`config.mk`:
```
export PLATFORM = sky130hd
export DESIGN_NAME = pwm_seq_ctrl
export DESIGN_NICKNAME = d
export VERILOG_FILES = /design/src/rtl/pwm_seq_ctrl.sv
export SDC_FILE = /design/constraint.sdc
export NUM_CORES = 1
export LEC_CHECK = 0
export ABC_AREA = 1
export CORE_MARGIN = 2
export CORE_UTILIZATION = 54
export DETAILED_ROUTE_END_ITERATION = 12
export PLACE_DENSITY = 0.86
export SLEW_MARGIN = 25
export SYNTH_ARGS = -nofsm -noshare
export SYNTH_HDL_FRONTEND = slang
export SYNTH_SLANG_ARGS = --single-unit
```
`constraint.sdc`:
```
create_clock -name OPB_CLK -period 3.8 [get_ports OPB_CLK]
set_input_delay 0.76 -clock OPB_CLK [delete_from_list [all_inputs] [get_ports OPB_CLK]]
set_output_delay 0.76 -clock OPB_CLK [all_outputs]
set_load 0.01 [all_outputs]
```
`src/rtl/pwm_seq_ctrl.sv`:
```
// PWM sequencer: programs a PWM wrapper over OPB, polls its status,
// retries after over-current faults and locks out after too many.
module pwm_seq_ctrl #(
    parameter int unsigned POLL_DIV  = 1000,
    parameter int unsigned RETRY_DLY = 100000,
    parameter int unsigned MAX_RETRY = 3
) (
    input  logic         OPB_CLK,
    input  logic         OPB_RST_N,
    input  logic         start_i,
    input  logic         stop_i,
    input  logic [31:0]  cfg_i,
    input  logic [127:0] param_i,
    output logic         m_we_o,
    output logic         m_re_o,
    output logic [3:0]   m_addr_o,
    output logic [31:0]  m_di_o,
    input  logic [31:0]  m_do_i,
    output logic         busy_o,
    output logic         fault_o,
    output logic         lockout_o,
    output logic         done_o,
    output logic [3:0]   retry_cnt_o
);

    typedef enum logic [2:0] {
        IDLE, LOAD, RUN, POLL, FAULT_WAIT, RESTART, STOP, LOCKOUT
    } state_t;

    localparam logic [31:0] RUN_LAST  = 32'(POLL_DIV - 1);
    localparam logic [31:0] WAIT_LAST = 32'(RETRY_DLY - 1);
    localparam logic [3:0]  RETRY_MAX = 4'(MAX_RETRY);

    state_t        state_q;
    state_t        state_d;
    logic [31:0]   cnt_q;
    logic [31:0]   cfg_q;
    logic [127:0]  par_q;
    logic          fault_q;
    logic [3:0]    retry_q;
    logic          stop_pend_q;
    logic          armed_q;

    logic          flt;
    logic          poll_eval;
    logic          stop_now;
    logic [28:0]   unused_status;

    assign flt           = |m_do_i[2:1];
    assign poll_eval     = (state_q == POLL) && (cnt_q == 32'd1);
    assign stop_now      = stop_i | stop_pend_q;
    assign unused_status = m_do_i[31:3];

    // State register
    always_ff @(posedge OPB_CLK or negedge OPB_RST_N) begin
        if (!OPB_RST_N) begin
            state_q <= IDLE;
        end else begin
            state_q <= state_d;
        end
    end

    // Next-state decision
    always_comb begin
        state_d = state_q;
        unique case (state_q)
            IDLE: begin
                if (stop_i)
                    state_d = STOP;
                else if (start_i && armed_q)
                    state_d = LOAD;
            end
            LOAD: begin
                if (stop_i)
                    state_d = STOP;
                else if (cnt_q == 32'd5)
                    state_d = RUN;
            end
            RUN: begin
                if (stop_i)
                    state_d = STOP;
                else if (cnt_q == RUN_LAST)
                    state_d = POLL;
            end
            POLL: begin
                if (cnt_q != 32'd0) begin
                    if (stop_now)
                        state_d = STOP;
                    else if (flt)
                        state_d = (retry_q < RETRY_MAX) ? FAULT_WAIT : LOCKOUT;
                    else if (m_do_i[0])
                        state_d = RUN;
                    else
                        state_d = IDLE;
                end
            end
            FAULT_WAIT: begin
                if (stop_i)
                    state_d = STOP;
                else if (cnt_q == WAIT_LAST)
                    state_d = RESTART;
            end
            RESTART: state_d = stop_i ? STOP : RUN;
            STOP:    state_d = IDLE;
            LOCKOUT: begin
                if (stop_i)
                    state_d = STOP;
            end
            default: state_d = IDLE;
        endcase
    end

    // Phase counter, captured parameters, fault flag and retry count
    always_ff @(posedge OPB_CLK or negedge OPB_RST_N) begin
        if (!OPB_RST_N) begin
            cnt_q       <= '0;
            cfg_q       <= '0;
            par_q       <= '0;
            fault_q     <= 1'b0;
            retry_q     <= '0;
            stop_pend_q <= 1'b0;
            armed_q     <= 1'b0;
        end else begin
            cnt_q       <= (state_d != state_q) ? '0 : cnt_q + 32'd1;
            armed_q     <= 1'b1;
            stop_pend_q <= (state_q == POLL) && (cnt_q == 32'd0) && stop_i;
            if (state_q == IDLE && state_d == LOAD) begin
                cfg_q   <= cfg_i;
                par_q   <= param_i;
                fault_q <= 1'b0;
            end else if (state_q == STOP) begin
                fault_q <= 1'b0;
            end else if (poll_eval && !stop_now) begin
                fault_q <= flt;
            end
            if (state_q == STOP)
                retry_q <= '0;
            else if (state_q == LOAD && state_d == RUN)
                retry_q <= '0;
            else if (state_q == RESTART && retry_q != 4'hF)
                retry_q <= retry_q + 4'd1;
        end
    end

    // Bus strobes and status outputs decoded from the current state
    always_comb begin
        m_we_o      = 1'b0;
        m_re_o      = 1'b0;
        m_addr_o    = 4'h0;
        m_di_o      = 32'h0;
        busy_o      = (state_q != IDLE);
        lockout_o   = (state_q == LOCKOUT);
        fault_o     = fault_q;
        retry_cnt_o = retry_q;
        done_o      = poll_eval && !stop_now && (m_do_i[2:0] == 3'b000);
        unique case (state_q)
            LOAD: begin
                m_we_o   = 1'b1;
                m_addr_o = cnt_q[3:0];
                unique case (cnt_q[2:0])
                    3'd0:    m_di_o = cfg_q;
                    3'd1:    m_di_o = par_q[31:0];
                    3'd2:    m_di_o = par_q[63:32];
                    3'd3:    m_di_o = par_q[95:64];
                    3'd4:    m_di_o = par_q[127:96];
                    default: m_di_o = 32'h1;
                endcase
            end
            POLL: begin
                if (cnt_q == 32'd0) begin
                    m_re_o   = 1'b1;
                    m_addr_o = 4'h6;
                end
            end
            RESTART: begin
                m_we_o   = 1'b1;
                m_addr_o = 4'h5;
                m_di_o   = 32'h1;
            end
            STOP: begin
                m_we_o   = 1'b1;
                m_addr_o = 4'h5;
                m_di_o   = 32'h2;
            end
            default: ;
        endcase
    end

endmodule

```
Word level (Yosys, flattened, before mapping) --
Index checks and enable logic that the tools add are counted. W data, S select, Z words.
Word-level totals: register bits after elaboration 202, latch bits 0, bits in writable memories 0, memory bits (read-only) 0, bits of input ports 196, output and inout port bits 46, logic and storage cells 82, memories 0
Operators by class: add/subtract/negate cells 2, multipliers 0, div/mod/pow operators 0, $lt $le $gt $ge 1, equality and inequality tests 19, shift operators 0, multiplexer cells 30, bitwise gates (word level) 1, reductions and logical operators 21
Operators with widths (number):
- $pmux W32 S5 | 1
- $pmux W32 S3 | 1
- $mux W3 | 14
- $add A32 B1 Y32 const B | 1
- $eq A32 B1 Y1 const B | 1
- $eq A32 B10 Y1 const B | 1
- $eq A32 B17 Y1 const B | 1
- $eq A32 B3 Y1 const B | 1
- $logic_not A32 Y1 | 1
- $mux W32 | 1
- $reduce_bool A32 Y1 | 1
- $pmux W3 S8 | 1
- $eq A3 B2 Y1 const B | 5
- $eq A3 B3 Y1 const B | 5
- $mux W4 | 3
- $pmux W4 S3 | 1
- $eq A3 B1 Y1 const B | 3
- $logic_and A1 B1 Y1 | 9
- $logic_not A3 Y1 | 3
- $reduce_bool A3 Y1 | 3
- $mux W1 | 6
- $add A4 B1 Y4 const B | 1
- $lt A4 B2 Y1 const B | 1
- $mux W2 | 2
- 6 further kinds | 7

Longest topological paths before layout --
depth after elaboration 10, mapped depth 16, gate-level depth less buffers 15

Least setup slack after synthesis --
OpenSTA, ideal clock, no wires.
path type register to output, start register cnt_q[1], end output port m_di_o[14], arrival time 1.861 ns, required time 3.040 ns, slack 1.179 ns, cell stages (with the launch flop) 9, path buffers 2, path through dfrtp_1 > inv_1 > ha_1 > inv_1 > nor2_1 > clkbuf_1 > clkbuf_1 > nand2_1 > a31oi_1
On the way: word-level cells in the longest chain between the ends 3, elaborated cells between the ends (all ways) 7, those cells by class 4 x eq/ne; 2 x mux; 1 x reduce/logical
RTL lines:
- start: declaration | RTL line 36 | logic [31:0] cnt_q;
- start signal: assignment | RTL line 124 | cnt_q <= (state_d != state_q) ? '0 : cnt_q + 32'd1;
- $eq A3 B3 Y1, or another cell as far along | RTL line 160 | unique case (cnt_q[2:0])
- $pmux W32 S5 (*) | RTL line 160
- $pmux W32 S3 (*) | RTL line 156 | unique case (state_q)
- end: declaration | RTL line 17 | output logic [31:0] m_di_o,
Mark *: on every way between the ends. The rest lies on a longest branch, timed or not.

Final worst setup path --
start register cnt_q[0], end output port m_di_o[1]
Same word-level chain as after synthesis.

==> impl.org <==
** Clock network
- In this run the post-CTS setup repair buffer count came out at 0.
- After clock tree synthesis, the flow added hold-fix buffers numbering 0.
- After clock tree synthesis, the clock-pin slew on the worst setup and hold paths is 60 ps.
- Clock buffer count from CTS :: 22
- The later pin in the worst-skew pair is clocked with a latency of 490 ps.
- The clock passes through at most 3 buffers.
- Post-cts sizing count :: 0
- Clock Sinks :: 202
- CTS built an H-tree with a depth of 1.
- Clock Root Buffer :: sky130_fd_sc_hd__clkbuf_16
- CTS tree :: done

** Power
- Total power for the finished layout comes to 0.008189 W.
- In this run the static leakage power is 6.157 nW.
- Worst ir drop on vdd :: 0.4515 mV
- For this design the ratio of total power to cell area is around 630 mW/mm2.

** Die
- The floorplan step defined a die boundary enclosing 0.01951 mm2.
- Die span in x :: 139.7 um
- The core region is 0.01802 mm2.
- Row cnt :: 49
- The die is 139.7 um tall.
- The initial utilization of the core area, before any placement, comes to 55.15%.
- Ports :: between 200 and 250

** Route
- Number of detailed-route iterations in the first pass :: 5
- Drt initial violations :: 660
- # DRC :: 0
- Detailed-route vias per instance :: 5.393
- After detailed routing, the average wire length per cell comes to 16.24 um.
- Detailed Route WL :: 28140 um
- Detailed routing inserted a total of 9346 vias.
- The count of nets left with antenna violations once routing finished came out at 0.

** Placement
- DPL Wire Length :: a little under 20000 um
- PortBufs :: between 200 and 250
- The congestion estimate from routability-driven global placement came to between 0.8 and 0.9.

** Yosys
- For this run, the number of Yosys warnings is 0.
- Top cells by count, synth :: sky130_fd_sc_hd__nand2_1, sky130_fd_sc_hd__dfrtp_1, sky130_fd_sc_hd__nor2_1, sky130_fd_sc_hd__nand3_1, sky130_fd_sc_hd__inv_1
- For this run, the register share of the synthesized area comes to 50.85%.
- For this run, the leading register cell type out of synthesis is sky130_fd_sc_hd__dfrtp_1.
- The synthesized netlist occupies a cell area of 0.009941 mm2.
- Post-synth EDFFs :: 0
- Of all flip-flops after synthesis, the portion carrying an async set or reset was 100.0%.
- Synthesized netlist cell count :: 1301
- A synthesized cell averages approximately 7.6 um2.
- Dominant cell type by area after synthesis :: sky130_fd_sc_hd__dfrtp_1
- Yosys mapped the design onto 40 distinct sky130hd cell types.
- After synthesis, the cell types taking the most area are sky130_fd_sc_hd__dfrtp_1, sky130_fd_sc_hd__nand2_1, sky130_fd_sc_hd__nand3_1, sky130_fd_sc_hd__nor2_1, sky130_fd_sc_hd__nor2_2.
- Top cell type's share of synthesized area :: about half
- Counting every net in the synthesized netlist gives 1503.
- In this run, synthesis produced a sequential element count of 202.
- Most frequently used cell type in the post-synthesis netlist :: sky130_fd_sc_hd__nand2_1

** Worst setup path
- For the worst setup path, the data arrival time is 2830 ps.
- In this run the worst setup path begins at cnt_q[0]$_DFF_PN0_.
- The startpoint identified for the worst register-to-register timing path is state_q[0]$_DFF_PN0_.
- Kind of capture point of the worst setup path :: output pin
- The number of cells on the worst reg-to-reg path is 13.
- At the worst endpoint, the required time is 3040 ps.
- The critical path is of the reg2out type.
- In this run the worst path has a maximum fanout of 19.
- Endpoint of the most critical register-to-register path :: cnt_q[10]$_DFF_PN0_
- For flop-to-flop paths, the worst setup slack is roughly 1200 ps.
- STA classifies the critical path startpoint as a flop.

** Global route
- The first global-routing pass estimated 45150 um of wire.
- Entering global routing, the biggest net connects 162 pins.
- The number of global-route vias before repair was approximately 9000.
- Tot GR Track Use :: around 28%
- After global routing the overflow that remains totals 0.
- The number of antenna violations at the first check in global routing came to 0.

** STA
- The routed design could run at a clock period as short as 3587 ps.
- Adding up every negative setup slack in the final design gives 0 ps.
- Headroom to the max-slew limit came out at 45.20%.
- Fin Clk Skew :: 12.78 ps
- Highest clock rate :: 278.8 MHz
- Setup violations remaining at the end of the flow were counted as 0.
- Least-Margin Pin Slew :: 822.0 ps
- Number of hold violations in the final report :: 0
- The final critical path takes up a little over nine tenths of the cycle.
- Final count of pins violating max slew :: 0
- Setup repair after global routing left no endpoint under its margin.

** Cells and area
- Net count of the finished layout :: 1693
- Area taken by flip-flops and latches :: 0.005055 mm2
- The number of antenna diodes in the final layout is 0.
- Compared with the post-synthesis result, the final layout area differs by 30.60%.
- After filler insertion, the fill cell instance count of the layout stands at around 1400.
- Ratio of cells with drive above 1 in the final layout :: 7.447%
- In the final layout, the multi-input gates occupy around 0.0044 mm2.

** Run
- Max-cap check violation count :: 0

** Min path
- The worst hold path belongs to the class in2async.

** Outcome
- Result of the run :: complete, no violations
sequential cells by signal, summed over array words and instances (netlist names):
name	cells
stop_pend_q	1
fault_o	1
armed_q	1
cfg_q	32
retry_cnt_o	4
state_q	3
par_q	128
cnt_q	32
cell families (layout without fill, tap and decap cells):
group	count (synthesis)	after routing	synth area share, %
and+or+nand+nor	882	882	36.80
DFF	202	202	50.85
buffers and inverters	115	318	4.934
AOI/OAI and AO/OA	65	65	3.952
xor gates and xnor gates	28	28	2.467
adders and majority gates	6	6	0.7552
muxes	2	2	0.2014
other	1	1	0.03772
area by class of cell:
class	count	share of cell area, %
well taps	229	2.207
flip-flops and latches	202	38.94
multi-input cells	984	33.96
inverters	54	1.600
repair buffers	227	17.56
clock buffers	33	5.339
clock inverters	4	0.3951
stage by stage:
| stage | utilization [%] | instance area [um2] | std cells | hold WS [ps] | setup WS [ps] |
|---|---|---|---|---|---|
| after global routing | 72.03 | 12980 | 1733 | 341.2 | 33.04 |
| after global placement | 67.87 | 12230 | 1696 | 453.1 | 517.8 |
| after floorplan | - | 9941 | 1301 | 441.9 | 1179 |
| after detailed placement | 67.87 | 12230 | 1696 | 458.2 | 474.0 |
| final | 72.03 | 12980 | 1733 | 297.0 | 212.9 |
| after CTS | 72.00 | 12980 | 1733 | 316.6 | 65.76 |
where the power goes:
| group | switching, W | total (W) | internal (W) |
|---|---|---|---|
| Combinational | 0.00154 | 0.00256 | 0.00101 |
| Clock | 0.000843 | 0.00216 | 0.00132 |
| Sequential | 0.000491 | 0.00347 | 0.00298 |
| Total | 0.00288 | 0.00819 | 0.00531 |
metal layers:
metal / wire [um] / GRT usage (%)
met1: 10990 / 36.36
met3: 2173 / 5.024
met5: 0 / 0
met2: 14020 / 48.34
met4: 956 / 11.37
placed cells by master, fill, tap and decap left out, types with 5 or more instances in the layout:
master / instances
sky130_fd_sc_hd__nand2_1: 667
sky130_fd_sc_hd__clkdlybuf4s50_1: 211
sky130_fd_sc_hd__dfrtp_1: 202
sky130_fd_sc_hd__nor2_1: 65
sky130_fd_sc_hd__nand3_1: 56
sky130_fd_sc_hd__inv_1: 44
sky130_fd_sc_hd__nor2_2: 38
sky130_fd_sc_hd__a31oi_1: 34
sky130_fd_sc_hd__clkbuf_16: 23
sky130_fd_sc_hd__xor2_1: 19
sky130_fd_sc_hd__and3_1: 17
sky130_fd_sc_hd__a21oi_1: 14
sky130_fd_sc_hd__buf_4: 11
sky130_fd_sc_hd__nand4_1: 10
sky130_fd_sc_hd__nor3_1: 9
sky130_fd_sc_hd__xnor2_1: 9
sky130_fd_sc_hd__clkbuf_8: 9
sky130_fd_sc_hd__inv_2: 8
sky130_fd_sc_hd__o21ai_0: 6
sky130_fd_sc_hd__ha_1: 6
sky130_fd_sc_hd__nor4_1: 5
critical path, stage by stage, from the launching register on:
cell and delay, ps:
sky130_fd_sc_hd__dfrtp_1 450, sky130_fd_sc_hd__inv_1 130, sky130_fd_sc_hd__ha_1 250, sky130_fd_sc_hd__nand2_1 110, sky130_fd_sc_hd__inv_1 100, sky130_fd_sc_hd__buf_4 260
sky130_fd_sc_hd__a22o_1 220, sky130_fd_sc_hd__a211oi_1 50, sky130_fd_sc_hd__o21ai_0 190, sky130_fd_sc_hd__clkdlybuf4s50_1 580
worst max path at each step:
stage / end / slack [ps]
after floorplan: m_di_o[14] / 1180
after global placement: done_o / 520
after detailed placement: done_o / 470
after CTS: m_di_o[12] / 70
after global routing: m_di_o[1] / 30
final: m_di_o[1] / 210
Power figures use the tool's default switching activity.
